### config.mk
export PLATFORM = sky130hd
export DESIGN_NAME = gmii_mux_n
export DESIGN_NICKNAME = d
export VERILOG_FILES = /design/src/rtl/gmii_mux_n.sv
export SDC_FILE = /design/constraint.sdc
export NUM_CORES = 1
export LEC_CHECK = 0
export CORE_UTILIZATION = 28
export CTS_CLUSTER_DIAMETER = 30
export DETAILED_ROUTE_END_ITERATION = 6
export HOLD_SLACK_MARGIN = 0.12
export PLACE_DENSITY = 0.7
export SYNTH_ARGS = -nofsm -noshare
export SYNTH_HDL_FRONTEND = slang
export SYNTH_SLANG_ARGS = --single-unit
export TNS_END_PERCENT = 5
### constraint.sdc
create_clock -name aclk -period 1.8 [get_ports aclk]
set_clock_uncertainty 0.05 [all_clocks]
set_input_delay 0.18 -clock aclk [delete_from_list [all_inputs] [get_ports aclk]]
set_output_delay 0.18 -clock aclk [all_outputs]
set_load 0.01 [all_outputs]
### src/rtl/gmii_mux_n.sv
// N-port GMII receive multiplexer: frame-safe port switching with an optional
// per-port forwarded-frame counter bank (enabled by GMII_MUX_N_FRAME_CNT_EN).

module gmii_mux_n_cnt (
  input  logic        aclk,
  input  logic        arstn,
  input  logic        inc,
  output logic [31:0] value
);
  always_ff @(posedge aclk) begin
    if (!arstn)   value <= '0;
    else if (inc) value <= value + 32'd1;
  end
endmodule

module gmii_mux_n #(
  parameter int NUM_PORTS  = 4,
  parameter int DATA_WIDTH = 8,
  parameter int SEL_W      = 4
) (
  input  logic                            aclk,
  input  logic                            arstn,
  input  logic [NUM_PORTS*DATA_WIDTH-1:0] in_rxd,
  input  logic [NUM_PORTS-1:0]            in_rx_dv,
  input  logic [NUM_PORTS-1:0]            in_rx_er,
  input  logic [SEL_W-1:0]                sel_req,
  output logic [DATA_WIDTH-1:0]           out_rxd,
  output logic                            out_rx_dv,
  output logic                            out_rx_er,
  output logic [SEL_W-1:0]                sel_active,
  output logic                            switching,
  input  logic [SEL_W-1:0]                cnt_sel,
  output logic [31:0]                     cnt_value
);
  typedef enum logic [1:0] {S_OFF, S_FWD, S_DRAIN} state_t;

  localparam logic [SEL_W-1:0] SEL_NONE = '1;
  localparam logic [SEL_W-1:0] SEL_NP   = SEL_W'(NUM_PORTS);

  state_t                               state;
  logic [NUM_PORTS-1:0][DATA_WIDTH-1:0] rxd_v;
  logic                                 req_ok;
  logic [SEL_W-1:0]                     req_norm;
  logic [DATA_WIDTH-1:0]                act_rxd;
  logic                                 act_dv, act_er, req_dv;

  assign rxd_v    = in_rxd;
  assign req_ok   = sel_req < SEL_NP;
  assign req_norm = req_ok ? sel_req : SEL_NONE;

  // Compare-based lookup keeps out-of-range selects harmless.
  always_comb begin
    act_rxd = '0;
    act_dv  = 1'b0;
    act_er  = 1'b0;
    req_dv  = 1'b0;
    for (int i = 0; i < NUM_PORTS; i++) begin
      if (sel_active == SEL_W'(i)) begin
        act_rxd = rxd_v[i];
        act_dv  = in_rx_dv[i];
        act_er  = in_rx_er[i];
      end
      if (sel_req == SEL_W'(i)) req_dv = in_rx_dv[i];
    end
  end

  always_ff @(posedge aclk) begin
    if (!arstn) begin
      state      <= S_OFF;
      sel_active <= SEL_NONE;
      out_rxd    <= '0;
      out_rx_dv  <= 1'b0;
      out_rx_er  <= 1'b0;
    end else begin
      out_rxd   <= '0;
      out_rx_dv <= 1'b0;
      out_rx_er <= 1'b0;
      case (state)
        S_OFF: if (req_ok) state <= S_DRAIN;
        S_FWD: begin
          out_rxd   <= act_rxd;
          out_rx_dv <= act_dv;
          out_rx_er <= act_er;
          // Only leave between frames of the active port.
          if (req_norm != sel_active && !act_dv) state <= S_DRAIN;
        end
        S_DRAIN: begin
          if (!req_ok) begin
            state      <= S_OFF;
            sel_active <= SEL_NONE;
          end else if (!req_dv) begin
            state      <= S_FWD;
            sel_active <= sel_req;
          end
        end
        default: state <= S_OFF;
      endcase
    end
  end

  assign switching = (req_norm != sel_active) || (state == S_DRAIN);

`ifdef GMII_MUX_N_FRAME_CNT_EN
  logic [NUM_PORTS-1:0]       cnt_inc;
  logic [NUM_PORTS-1:0][31:0] cnt_q;

  // A frame is counted when out_rx_dv is about to rise.
  for (genvar g = 0; g < NUM_PORTS; g++) begin : g_cnt
    assign cnt_inc[g] = (state == S_FWD) && act_dv && !out_rx_dv &&
                        (sel_active == SEL_W'(g));
    gmii_mux_n_cnt u_cnt (
      .aclk  (aclk),
      .arstn (arstn),
      .inc   (cnt_inc[g]),
      .value (cnt_q[g])
    );
  end

  always_comb begin
    cnt_value = '0;
    for (int i = 0; i < NUM_PORTS; i++)
      if (cnt_sel == SEL_W'(i)) cnt_value = cnt_q[i];
  end
`else
  logic unused_cnt_sel;
  assign unused_cnt_sel = ^cnt_sel;
  assign cnt_value      = '0;
`endif

endmodule

==> impl_metrics.ini <==
[setup_path]
r2r_slack_ns = 0.11
critPathCapture = switching
crit_family = simple AND/OR/NAND/NOR gates
slowest_delay_ns = 0.44
rr_endpoint = state[1]
path_depth = 5
startpoint = sel_active[0]
r2r_start = sel_active[2]
r2r_cells = 7
path_max_fanout = 2
worst-path-buf-inv = 1
cp-start-kind = flip-flop
path_cells = or2_1 -> or4_4 -> a21oi_4 -> nand2_1 -> buf_2
cp-end-kind = output pin
criticalPathCategory = flip-flop to output pin
cpMaxStageDelayCell = or4_4
crit_arrival_ns = 1.61
cp.required_ns = 1.57

[floorplanning]
rows = 22
die_y_um = 65.8
die_w_um = 65.8
io_pins = 97
core_um2 = 3770
start_util = 0.302
die_area_um2 = 4330

[yosys]
synth.distinct_cells = 31
ys_ff_latch = 15
yosysTopAreaCell = dfxtp_1
synth_top_area_frac = 0.263
ys_seq_area_frac = 0.263
synth_area_leaders = dfxtp_1 26%, buf_4 22%, mux2i_1 18%
yosys_warnings = 0
syn_area_per_cell_um2 = 8.84
syn_inst = 129
netlist_area_um2 = 1140

[run_status]
violations = negative setup slack
status = complete, but fails checks

[routing]
ant_nets = 0
viasPerCell = 4.29
top_layer_used = met4
dr_wl_met2_um = 1310
drtPass1Iterations = 4
wl_met1_um = 1140
drc = 0
drt-initial-drc-count = 21
vias = 1050
wl_met3_um = 355
wirelength_um = 2810
wl_per_cell_um = 11.5

[clock_network]
clk_pin_slew_ns = 0.06
cts_buffer_depth = 2
cts_tree = built
numCtsBuffers = 3
ctsHtreeMaxLevel = 1
cts.sinks = 15
root_buffer = clkbuf_8
clkLatencyLatePin_ns = 0.24
holdBufCountCts = 0

[global_routing]
grt_max_degree = 15
grt-ovfl-total = 0
grt_pass1_vias = 944
grt_pass1_wl_um = 4200
track_usage = 0.129
antenna_found_initial = 0

[placed_design]
port_buffers = 60
finalWeightedCongestion = 0.807
dp_hpwl_um = 2210

[timing]
drv_slew = 0
hold_violations = 0
fin_setup_tns_ns = -0.0427
fmax_mhz = 545
setup_violations = 2
fin_ws_ns = -0.0360
fin_crit_sh = 1.02
rsz0062_at_grt = true
fin_crit_ns = 1.84

[power_and_ir_drop]
p_leak_uw = 0.000845
power_uw = 835
power_density_nw_per_um2 = 461
p_comb_frac = 0.274
seq_power_share = 0.403
switching_power_uw = 208
p_int_uw = 627
clockPowerShare = 0.323
switching_share = 0.249
vdd_ir_drop_max_mv = 0.180

[finish]
final_cell_mix = 57 x clkdlybuf4s50_1, 32 x conb_1, 20 x mux2i_1
fin_nets = 248
layout-drive-gt1-share = 0.137
fillerInstances = 379
area_delta_synth_final_pct = 58.7
diodes = 0
layout_commonest_cell = clkdlybuf4s50_1

[run]
drv_cap = 0

[min_path]
hold_path_class = input port to flip-flop
repair_timing:
item                                    CTS  global route
pin swaps                                 3             3
endpoints found under the setup margin    3             4
buffers inserted                          1             0
resized for setup                         9             4
Yosys cell counts, drive strengths merged:
cell	instances
buf	40
mux2i	20
dfxtp	15
nor2	13
o22a	9
o21ai	4
a21oi	2
nand2	2
nand2b	2
nand3	2
nor3	2
nor4	2
o22ai	2
or2	2
a21boi	1
clkbuf	1
conb	1
inv	1
mux4	1
nor2b	1
nor4b	1
o211ai	1
o21a	1
or4	1
or4b	1
xnor2	1
power by group through the flow:
stage / clock network (uW) / logic [uW] / registers (uW)
6_report: 270 / 228 / 336
5_1_grt: 305 / 247 / 336
4_1_cts: 283 / 225 / 336
3_5_place_dp: 0 / 220 / 344
3_3_place_gp: 0 / 218 / 344
2_1_floorplan: 0 / 141 / 345
how the worst min path moves through the flow:
| stage | startpoint | end | slack, ns | cells after the start |
|---|---|---|---|---|
| after floorplan | arstn | sel_active[0] | 0.21 | 1 |
| after global placement | state[1] | state[0] | 0.46 | 2 |
| after detailed placement | state[1] | state[0] | 0.47 | 2 |
| after CTS | state[1] | state[0] | 0.48 | 2 |
| after global routing | sel_req[2] | sel_active[0] | 0.39 | 4 |
| final | sel_req[2] | sel_active[0] | 0.37 | 4 |
final cells by class:
type / instances / area, um^2 / share of cell area
well taps: 48 / 60.1 / 0.0332
multi-input cells: 103 / 698 / 0.386
repair buffers: 74 / 702 / 0.388
flip-flops and latches: 15 / 300 / 0.166
inverters: 1 / 3.75 / 0.00207
clock buffers: 4 / 45.0 / 0.0249
registers in the layout, indices dropped and copies added, names as in the netlist:
register	flops
state	2
out_rx_dv	1
sel_active	3
out_rx_er	1
out_rxd	8
worst reg2reg max path: cells and delay by family, from the launching register on:
kind	cells	cell delay, ns
AO/OA/AOI/OAI	4	0.49
buffers and inverters	2	0.28
flip-flops	1	0.30
AND/OR/NAND/NOR	1	0.49
stage by stage:
step	worst slack [ns]	instance area (um^2)	util	hold slack (ns)	instances
3_5_place_dp	-0.357	1720	0.456	0.467	240
2_1_floorplan	0.244	1260	-	0.210	160
3_3_place_gp	-0.355	1720	0.456	0.459	240
5_1_grt	-0.110	1810	0.480	0.393	245
6_report	-0.0360	1810	0.480	0.374	245
4_1_cts	-0.0702	1790	0.474	0.475	245
cells by family after synthesis:
logic type	after synthesis	synth area share
other	1	0.00329
DFF	15	0.263
AOI/OAI and AO/OA	20	0.133
and+or+nand+nor	29	0.128
xor gates and xnor gates	1	0.0143
buffers and inverters	42	0.262
muxes	21	0.195
routing by layer:
metal / vias to the layer above / global-route usage
met3: 2 / 0.0466
met2: 64 / 0.221
met5: - / 0
met4: 0 / 0.0489
li1: 519 / -
met1: 465 / 0.145
No activity file was read; power rests on OpenSTA's default activity.
